==> src/rtl/alarm_zone_scheduler.sv <==
// Multi-zone alarm controller: NZ zones share one exit/entry delay timer, arbitrated round-robin.
// Optional macro ALARM_LATCH_EN: when defined, ALARM holds until disarm instead of following the granted sensor.
module alarm_zone_scheduler #(
    parameter int unsigned NZ        = 4,
    parameter int unsigned TW        = 5,
    parameter int unsigned EXIT_DLY  = 29,
    parameter int unsigned ENTRY_DLY = 29
) (
    input  logic          clock,
    input  logic          areset_n,
    input  logic          inicio,
    input  logic [NZ-1:0] intruso,
    input  logic [NZ-1:0] zone_mask,
    output logic          sirena,
    output logic          armed,
    output logic [NZ-1:0] grant,
    output logic [NZ-1:0] pending,
    output logic          timer_busy
);

    localparam int unsigned PW = $clog2(NZ);
    localparam int unsigned SW = PW + 1;
    localparam logic [TW-1:0] EXIT_LAST  = TW'(EXIT_DLY - 1);
    localparam logic [TW-1:0] ENTRY_LAST = TW'(ENTRY_DLY - 1);

    typedef enum logic [2:0] {
        DISARMED,
        EXIT_WAIT,
        ARMED,
        ENTRY_WAIT,
        ALARM
    } state_t;

    state_t        state, state_next;
    logic [TW-1:0] counter, counter_next;
    logic [NZ-1:0] pending_next, grant_next, req;
    logic [PW-1:0] rr_ptr, rr_next, g_idx, pick_idx;
    logic [SW-1:0] scan;
    logic          pick_found, serve_done;

    always_ff @(posedge clock or negedge areset_n) begin
        if (!areset_n) begin
            state   <= DISARMED;
            counter <= '0;
            pending <= '0;
            grant   <= '0;
            rr_ptr  <= '0;
        end else begin
            state   <= state_next;
            counter <= counter_next;
            pending <= pending_next;
            grant   <= grant_next;
            rr_ptr  <= rr_next;
        end
    end

    // Round-robin scan starting at rr_ptr, plus index of the current owner.
    always_comb begin
        req        = (intruso | pending) & zone_mask;
        pick_idx   = '0;
        pick_found = 1'b0;
        scan       = '0;
        for (int unsigned i = 0; i < NZ; i++) begin
            scan = {1'b0, rr_ptr} + SW'(i);
            if (scan >= SW'(NZ))
                scan = scan - SW'(NZ);
            if (!pick_found && req[scan[PW-1:0]]) begin
                pick_found = 1'b1;
                pick_idx   = scan[PW-1:0];
            end
        end
        g_idx = '0;
        for (int unsigned j = 0; j < NZ; j++)
            if (grant[j])
                g_idx = PW'(j);
    end

    always_comb begin
        state_next   = state;
        counter_next = counter;
        pending_next = pending;
        grant_next   = grant;
        rr_next      = rr_ptr;
        serve_done   = 1'b0;
        case (state)
            DISARMED: begin
                counter_next = '0;
                if (inicio)
                    state_next = EXIT_WAIT;
            end
            EXIT_WAIT: begin
                if (counter == EXIT_LAST) begin
                    state_next   = ARMED;
                    counter_next = '0;
                end else begin
                    counter_next = counter + TW'(1);
                end
            end
            ARMED: begin
                pending_next = (pending | intruso) & zone_mask;
                if (pick_found) begin
                    state_next           = ENTRY_WAIT;
                    grant_next           = '0;
                    grant_next[pick_idx] = 1'b1;
                    counter_next         = '0;
                end
            end
            ENTRY_WAIT: begin
                pending_next = (pending | intruso) & zone_mask;
                if (!zone_mask[g_idx]) begin
                    serve_done = 1'b1;
                end else if (counter == ENTRY_LAST) begin
                    if (intruso[g_idx]) begin
                        state_next   = ALARM;
                        counter_next = '0;
                    end else begin
                        serve_done = 1'b1;
                    end
                end else begin
                    counter_next = counter + TW'(1);
                end
            end
            ALARM: begin
                pending_next = (pending | intruso) & zone_mask;
                counter_next = '0;
`ifdef ALARM_LATCH_EN
                serve_done   = 1'b0;
`else
                if (!intruso[g_idx])
                    serve_done = 1'b1;
`endif
            end
            default: state_next = DISARMED;
        endcase

        // Releasing the timer: owner dropped from the queue, pointer moves past it.
        if (serve_done) begin
            state_next          = ARMED;
            counter_next        = '0;
            grant_next          = '0;
            pending_next[g_idx] = 1'b0;
            rr_next             = (g_idx == PW'(NZ - 1)) ? '0 : g_idx + PW'(1);
        end

        if (!inicio) begin
            state_next   = DISARMED;
            counter_next = '0;
            pending_next = '0;
            grant_next   = '0;
        end
    end

    always_comb begin
        sirena     = (state == ALARM);
        armed      = (state == ARMED) || (state == ENTRY_WAIT) || (state == ALARM);
        timer_busy = (state == EXIT_WAIT) || (state == ENTRY_WAIT);
    end

endmodule
==> config.mk <==
export PLATFORM = sky130hd
export DESIGN_NAME = alarm_zone_scheduler
export DESIGN_NICKNAME = d
export VERILOG_FILES = /design/src/rtl/alarm_zone_scheduler.sv
export SDC_FILE = /design/constraint.sdc
export NUM_CORES = 1
export LEC_CHECK = 0
export BUFFER_PORTS_ARGS = -buffer_cell sky130_fd_sc_hd__buf_2
export CAP_MARGIN = 30
export CELL_PAD_IN_SITES_DETAIL_PLACEMENT = 1
export CELL_PAD_IN_SITES_GLOBAL_PLACEMENT = 1
export CORE_MARGIN = 4
export CORE_UTILIZATION = 42
export DETAILED_ROUTE_END_ITERATION = 10
export PLACE_DENSITY_LB_ADDON = 0.1
export SYNTH_ARGS = -nofsm -noshare
export SYNTH_HDL_FRONTEND = slang
export SYNTH_SLANG_ARGS = --single-unit
==> constraint.sdc <==
create_clock -name clock -period 2.13 [get_ports clock]
set_clock_uncertainty 0.1 [all_clocks]
set_input_delay 0.426 -clock clock [delete_from_list [all_inputs] [get_ports clock]]
set_output_delay 0.426 -clock clock [all_outputs]
set_load 0.01 [all_outputs]
==> results of run 1 <==
-- worst min-delay path by stage --
stage                        endpoint  slack (ps)  cells after the start
2_1_floorplan  counter[0]$_DFFE_PN0P_          30                      0
3_3_place_gp     grant[1]$_DFFE_PN0P_         300                      1
3_5_place_dp     pending[0]$_DFF_PN0_         300                      1
4_1_cts          state[0]$_DFFE_PN0P_         320                      3
5_1_grt          state[0]$_DFFE_PN0P_         350                      3
6_report         state[0]$_DFFE_PN0P_         340                      3
-- cells by family (layout without fill, tap and decap cells) --
logic type	Yosys count	after routing	share of synthesized area
AO/OA/AOI/OAI	51	51	0.299
flip-flops	18	18	0.348
buffers and inverters	15	43	0.0465
adder cells (fa/ha/maj)	6	6	0.0581
multiplexers	5	5	0.0407
AND/OR/NAND/NOR	49	49	0.207
-- area by class of cell --
cell class,instances,share of cell area
well taps,31,0.0252
flip-flops and latches,18,0.295
repair buffers,31,0.119
inverters,8,0.0195
clock buffers,4,0.0236
multi-input cells,111,0.518
-- cell usage after synthesis (all sizes together) --
master   count
o22a         1
mux2i        3
buf          2
or3          1
a311oi       4
or2          1
o221ai       1
inv          8
o21ai        8
and3         2
mux2         2
clkbuf       5
a41oi        3
a221oi       1
dfrtp       18
nor3b        3
and3b        1
and4         1
a32oi        1
a211o        1
or4          1
nor2b        4
ha           6
nand4        2
o21a         2
o22ai        2
nand3        5
a211oi       2
a21oi       17
a31oi        2
a2111o       1
nor2        10
a2111oi      1
nand2b       2
o211ai       4
nand2       16
-- flip-flops by register name, summed over array words and instances (netlist names) --
name and flops:
counter 5, grant 4, pending 4, state 3, rr_ptr 2
-- repair_timing --
action                                 4_1_cts  5_1_grt
buffers inserted                             0        0
pin swaps                                    0        0
setup endpoints to repair                    4        3
endpoints found under the hold margin       18        0
hold buffers                                 1        0
gates resized for setup                      2        4
-- power groups by stage --
| stage | logic [uW] | clock network [uW] | registers [uW] |
|---|---|---|---|
| 6_report | 649 | 224 | 540 |
| 5_1_grt | 719 | 247 | 558 |
| 2_1_floorplan | 455 | 0 | 488 |
| 3_5_place_dp | 625 | 0 | 540 |
| 3_3_place_gp | 615 | 0 | 534 |
| 4_1_cts | 634 | 229 | 536 |
-- critical path: stages, from the launching register on --
cell	delay (ps)
dfrtp_1	440
inv_1	70
ha_1	200
and4_1	270
a21oi_2	260
o221ai_2	270
a311oi_1	290
-- per-stage QoR --
| stage | hold WS (ps) | instances | power (uW) | utilization |
|---|---|---|---|---|
| 6_report | 340 | 203 | 1410 | 0.539 |
| 3_3_place_gp | 296 | 198 | 1150 | 0.517 |
| 3_5_place_dp | 296 | 198 | 1170 | 0.517 |
| 2_1_floorplan | 30.4 | 144 | 944 | - |
| 4_1_cts | 324 | 203 | 1400 | 0.535 |
| 5_1_grt | 353 | 203 | 1530 | 0.539 |
-- routing by layer --
layer / global-route usage / part of all wire / routed length (um)
met2: 0.330 / 0.47 / 1720
met3: 0.0302 / 0.030 / 109
met5: 0 / 0 / 0
met4: 0.0323 / 0.0046 / 17
met1: 0.271 / 0.50 / 1830
==> impl_metrics.sql, run 1 <==
INSERT INTO impl_metrics (metric_group, metric, value, unit) VALUES
('placed_design', 'place_worst_setup_slack', '33.1', 'ps'),
('logic_synthesis', 'synthDominantCellAreaShare', '0.348', ''),
('power_and_ir_drop', 'cell_internal_pwr', '802', 'uW'),
('final_layout', 'fin_area', '0.00154', 'sq mm'),
('final_layout', 'seqCellArea', '453', 'sq um'),
('sta', 'slew_violations', '0', ''),
('job', 'cap_viol_max_count', '0', ''),
('setup_path', 'regToRegStartpoint', 'counter[0]$_DFFE_PN0P_', ''),
('sta', 'setup_slack', '112', 'ps'),
('power_and_ir_drop', 'p_per_area', '919', 'mW/mm^2'),
('logic_synthesis', 'ys_ff_latch', '18', ''),
('logic_synthesis', 'yosysUniqueCellTypes', '44', ''),
('sta', 'sum_of_negative_setup_slack', '0', 'ps'),
('power_and_ir_drop', 'sw_frac_of_total', '0.432', ''),
('sta', 'min_period_over_period', '0.947', ''),
('final_layout', 'fin_nets', '190', ''),
('placed_design', 'routabilityCongestion', '0.837', ''),
('placed_design', 'buffer_ports.inserted', '21', ''),
('final_layout', 'layout-area-overhead-vs-synth', '19.0', '%'),
('placed_design', 'placed_cell_area', '0.00147', 'sq mm'),
('die', 'core_area', '0.00285', 'sq mm'),
('die', 'die-area', '0.00403', 'sq mm'),
('setup_path', 'critPathRequiredTime', '2230', 'ps'),
('placed_design', 'hpwlAfterDp', '2810', 'um'),
('sta', 'hold_violations', '0', ''),
('clock_tree', 'cts-buffers-inserted', '3', ''),
('min_path', 'holdCritPathClass', 'in2reg', ''),
('power_and_ir_drop', 'power.combinational.fraction', '0.459', ''),
('power_and_ir_drop', 'clock_power_share', '0.159', ''),
('drt', 'totalWireLength', '3680', 'um'),
('sta', 'setup_viol', '0', ''),
('clock_tree', 'number_of_clock_sinks', '18', ''),
('drt', 'detail_route.drc_violations', '0', ''),
('setup_path', 'cp-endpoint', 'counter[2]$_DFFE_PN0P_', ''),
('setup_path', 'crit_path_end_kind', 'flip-flop', ''),
('final_layout', 'multiInputGateArea', '797', 'sq um'),
('logic_synthesis', 'synthesized_nets', '161', ''),
('final_layout', 'antenna-diode-count', '0', ''),
('clock_tree', 'htree_num_levels', '1', ''),
('logic_synthesis', 'synth_area_leaders', 'dfrtp_1 (35%), a21oi_1 (6.6%), ha_1 (5.8%)', ''),
('global_routing', 'gr-usage-all-layers', '0.197', ''),
('clock_tree', 'clockRootBuffer', 'clkbuf_4', ''),
('min_path', 'hold_path.startpoint', 'inicio', ''),
('logic_synthesis', 'syn_area', '0.00129', 'sq mm'),
('global_routing', 'number_of_global_route_vias_before_repair', '1266', ''),
('power_and_ir_drop', 'share_seq_of_total_power', '0.382', ''),
('power_and_ir_drop', 'leakage', '0.000678', 'uW'),
('die', 'fp.dieW', '63.5', 'um'),
('drt', 'drtIter0Drc', '45', ''),
('final_layout', 'nFillCells', '349', ''),
('logic_synthesis', 'netlist_instances', '144', ''),
('logic_synthesis', 'synth.largest_area_cell', 'dfrtp_1', ''),
('drt', 'detail_route.first_pass.iterations', '4', ''),
('setup_path', 'critical_path.startpoint_type', 'flip-flop', ''),
('clock_tree', 'worst_case_clock_buffer_depth', '2', ''),
('die', 'initial_standard_cell_utilization_of_the_core', '0.453', ''),
('final_layout', 'layout_commonest_cell', 'buf_2', ''),
('run_status', 'outcome', 'finished, final reports clean', ''),
('final_layout', 'most-common-layout-cells', 'buf_2 (21), a21oi_1 (16), nand2_1 (16), dfrtp_1 (16), buf_4 (9)', ''),
('clock_tree', 'path_clk_slew', '120', 'ps'),
('global_routing', 'initial_antenna_violation_count', '0', ''),
('setup_path', 'reg2reg_to', 'counter[2]$_DFFE_PN0P_', ''),
('sta', 'grt_setup_unrepaired', 'false', ''),
('global_routing', 'global_route_wire_length_before_repair', '6290', 'um'),
('setup_path', 'ff2ff_setup_slack', '110', 'ps'),
('sta', 'timing_worst_slew_pin_value', '548', 'ps'),
('drt', 'remaining_number_of_nets_flagged_by_the_antenna_check_after_routing', '0', ''),
('setup_path', 'ff2ff_path_depth', '6', ''),
('clock_tree', 'insertion_delay', '310', 'ps'),
('drt', 'dr_total_vias', '1231', ''),
('drt', 'post_drt_wl_per_cell', '18.1', 'um');
No activity file was read; power rests on OpenSTA's default activity.
==> run 2, diff against run 1 <==
--- a/config.mk
+++ b/config.mk
@@ -12,6 +12,7 @@
 export CORE_MARGIN = 4
 export CORE_UTILIZATION = 42
 export DETAILED_ROUTE_END_ITERATION = 10
+export MAX_ROUTING_LAYER = met4
 export PLACE_DENSITY_LB_ADDON = 0.1
 export SYNTH_ARGS = -nofsm -noshare
 export SYNTH_HDL_FRONTEND = slang
==> run 2 against run 1 <==
Effect of this change: sequential cell count stayed put; sequential share of layout area stayed put; setup slack better by 14 ps; hold slack worse by 2.4 ps; wire length is 0.24% higher; combinational power hardly changed; die area stayed put; sequential power hardly changed; critical endpoint unchanged.
==> impl_metrics.sql, run 2 (synthesis gave the netlist of run 1 again) <==
INSERT INTO impl_metrics (metric_group, metric, value, unit) VALUES
('run_status', 'outcome', 'finished, final reports clean', ''),
('die', 'initial_standard_cell_utilization_of_the_core', '0.453', ''),
('final_layout', 'flip_flop_count_of_the_largest_register_all_copies_and_words_added', '5', ''),
('sta', 'sum_of_negative_setup_slack', '0', 'ps'),
('final_layout', 'layout_top_registers', 'counter: 5 flops, grant: 4 flops, pending: 4 flops', ''),
('drt', 'dr_total_vias', '1240', ''),
('drt', 'drtIter0Drc', '66', ''),
('clock_tree', 'cts-buffers-inserted', '3', ''),
('setup_path', 'critical_path.startpoint_type', 'flip-flop', ''),
('global_routing', 'initial_antenna_violation_count', '0', ''),
('setup_path', 'critPathBufInv', '1', ''),
('sta', 'grt_setup_unrepaired', 'false', ''),
('final_layout', 'antenna-diode-count', '0', ''),
('power_and_ir_drop', 'switchingPower', '613', 'uW'),
('setup_path', 'cp_cell_sequence', 'inv_1 > ha_1 > and4_1 > a21oi_2 > o221ai_2 > a311oi_1', ''),
('global_routing', 'overflow', '0', ''),
('setup_path', 'worst-setup-path-type', 'reg2reg', ''),
('setup_path', 'worst-path-stages', '6', ''),
('clock_tree', 'htree_num_levels', '1', ''),
('drt', 'totalWireLength', '3690', 'um'),
('sta', 'timing_worst_slew_pin_value', '544', 'ps'),
('power_and_ir_drop', 'leakage', '0.000678', 'uW'),
('job', 'cap_viol_max_count', '0', ''),
('setup_path', 'cp-endpoint', 'counter[2]$_DFFE_PN0P_', ''),
('setup_path', 'delay_of_the_slowest_cell_on_the_worst_path', '440', 'ps'),
('clock_tree', 'number_of_clock_sinks', '18', ''),
('clock_tree', 'clockRootBuffer', 'clkbuf_4', ''),
('clock_tree', 'postCtsSetupBuffers', '0', ''),
('placed_design', 'buffer_ports.inserted', '21', ''),
('die', 'die_height', '63.5', 'um'),
('power_and_ir_drop', 'share_seq_of_total_power', '0.381', ''),
('drt', 'post_drt_wl_per_cell', '18.2', 'um'),
('sta', 'fmaxAchievable', '499', 'MHz'),
('power_and_ir_drop', 'vdd_ir_drop_max', '0.426', 'mV'),
('die', 'fp.dieW', '63.5', 'um'),
('die', 'std_cell_rows', '19', ''),
('setup_path', 'path_delay_family', 'compound AO/OA/AOI/OAI gates', ''),
('sta', 'period_needed', '2000', 'ps'),
('drt', 'detail_route.drc_violations', '0', ''),
('final_layout', 'layout-area-overhead-vs-synth', '19.0', '%'),
('global_routing', 'maximum_number_of_pins_on_one_net_before_global_route_repair', '19', ''),
('setup_path', 'ff2ff_setup_slack', '130', 'ps'),
('setup_path', 'reg2reg_to', 'counter[2]$_DFFE_PN0P_', ''),
('setup_path', 'crit_path_max_fanout', '10', ''),
('power_and_ir_drop', 'clock_power_share', '0.160', ''),
('placed_design', 'hpwlAfterDp', '2810', 'um'),
('clock_tree', 'path_clk_slew', '120', 'ps'),
('setup_path', 'critPathArrivalTime', '2110', 'ps'),
('power_and_ir_drop', 'cell_internal_pwr', '802', 'uW'),
('final_layout', 'nFillCells', '349', ''),
('final_layout', 'layout_commonest_cell', 'buf_2', ''),
('setup_path', 'crit_start', 'counter[0]$_DFFE_PN0P_', ''),
('placed_design', 'placed_cell_area', '0.00147', 'sq mm'),
('sta', 'hold_violations', '0', ''),
('die', 'num_io_pins', '22', ''),
('power_and_ir_drop', 'sw_frac_of_total', '0.433', ''),
('drt', 'detail_route.first_pass.iterations', '4', ''),
('placed_design', 'place_worst_setup_slack', '33.1', 'ps'),
('min_path', 'worst_hold_path.num_cells', '3', ''),
('power_and_ir_drop', 'power.combinational.fraction', '0.459', ''),
('clock_tree', 'tritoncts', 'yes', ''),
('sta', 'min_period_over_period', '0.941', ''),
('global_routing', 'global_route_wire_length_before_repair', '6290', 'um'),
('final_layout', 'regMostFlops', 'counter', ''),
('global_routing', 'number_of_global_route_vias_before_repair', '1266', ''),
('sta', 'slew_violations', '0', ''),
('drt', 'drt-vias-per-instance', '6.11', ''),
('sta', 'setup_viol', '0', ''),
('drt', 'remaining_number_of_nets_flagged_by_the_antenna_check_after_routing', '0', ''),
('setup_path', 'ff2ff_path_depth', '6', ''),
('clock_tree', 'insertion_delay', '310', 'ps'),
('setup_path', 'crit_path_end_kind', 'flip-flop', ''),
('placed_design', 'routabilityCongestion', '0.850', ''),
('final_layout', 'fin_area', '0.00154', 'sq mm'),
('final_layout', 'most-common-layout-cells', 'buf_2 (21), a21oi_1 (16), nand2_1 (16), dfrtp_1 (16), buf_4 (9)', ''),
('global_routing', 'gr-usage-all-layers', '0.202', ''),
('power_and_ir_drop', 'p_per_area', '921', 'mW/mm^2'),
('final_layout', 'fin_nets', '190', ''),
('die', 'core_area', '0.00285', 'sq mm'),
('die', 'die-area', '0.00403', 'sq mm'),
('setup_path', 'regToRegStartpoint', 'counter[0]$_DFFE_PN0P_', ''),
('sta', 'setup_slack', '126', 'ps'),
('setup_path', 'critPathRequiredTime', '2240', 'ps'),
('final_layout', 'post_route_cells_drive_above_1_share', '0.302', ''),
('min_path', 'holdCritPathClass', 'in2reg', ''),
('clock_tree', 'worst_case_clock_buffer_depth', '2', ''),
('setup_path', 'timing.critical_path.slowest_stage_cell', 'dfrtp_1', ''),
('sta', 'max-slew-margin-rel', '0.637', '');
## run 2: worst reg2reg max path, stage by stage, from the launching register on
cell      delay [ps]
dfrtp_1          440
inv_1             70
ha_1             200
and4_1           270
a21oi_2          260
o221ai_2         270
a311oi_1         290
## run 2: repair_timing
item                                   CTS  global route
endpoints found under the hold margin   18             0
setup endpoints to repair                4             3
gates cloned                             0             0
hold buffers                             1             0
pin swaps                                0             0
gates resized for setup                  2             4
## run 2: stage by stage
stage / total power, uW / std cells / hold slack (ps) / utilization
after floorplan: 944 / 144 / 30.4 / -
after global placement: 1150 / 198 / 296 / 0.517
after detailed placement: 1170 / 198 / 296 / 0.517
after CTS: 1400 / 203 / 324 / 0.535
after global routing: 1520 / 203 / 353 / 0.539
final: 1420 / 203 / 338 / 0.539
## run 2: worst min-delay path by stage
stage	start	to
floorplan	areset_n	counter[0]$_DFFE_PN0P_
finish	inicio	state[0]$_DFFE_PN0P_
global route	inicio	state[0]$_DFFE_PN0P_
detailed placement	areset_n	pending[0]$_DFF_PN0_
global placement	areset_n	grant[1]$_DFFE_PN0P_
CTS	inicio	state[0]$_DFFE_PN0P_
## run 2: area by class of cell
cell class	count	area, sq um	share of cell area
timing repair buffer	31	183	0.119
inverter	8	30.0	0.0195
tap	31	38.8	0.0252
clock buffer	4	36.3	0.0236
multi-input combinational	111	797	0.518
sequential	18	453	0.295
## run 2: layer usage
layer,global-route usage,part of all wire,up-vias
li1,-,-,594
met2,0.331,0.47,20
met3,0.0302,0.030,2
met5,-,0,-
met1,0.270,0.49,624
met4,0.0323,0.0068,0
## run 2: power groups by stage
stage | Sequential (uW) | Clock [uW] | Combinational [uW]
5_1_grt | 558 | 247 | 719
3_5_place_dp | 540 | 0 | 625
2_1_floorplan | 488 | 0 | 455
4_1_cts | 536 | 229 | 634
6_report | 539 | 227 | 650
3_3_place_gp | 534 | 0 | 615
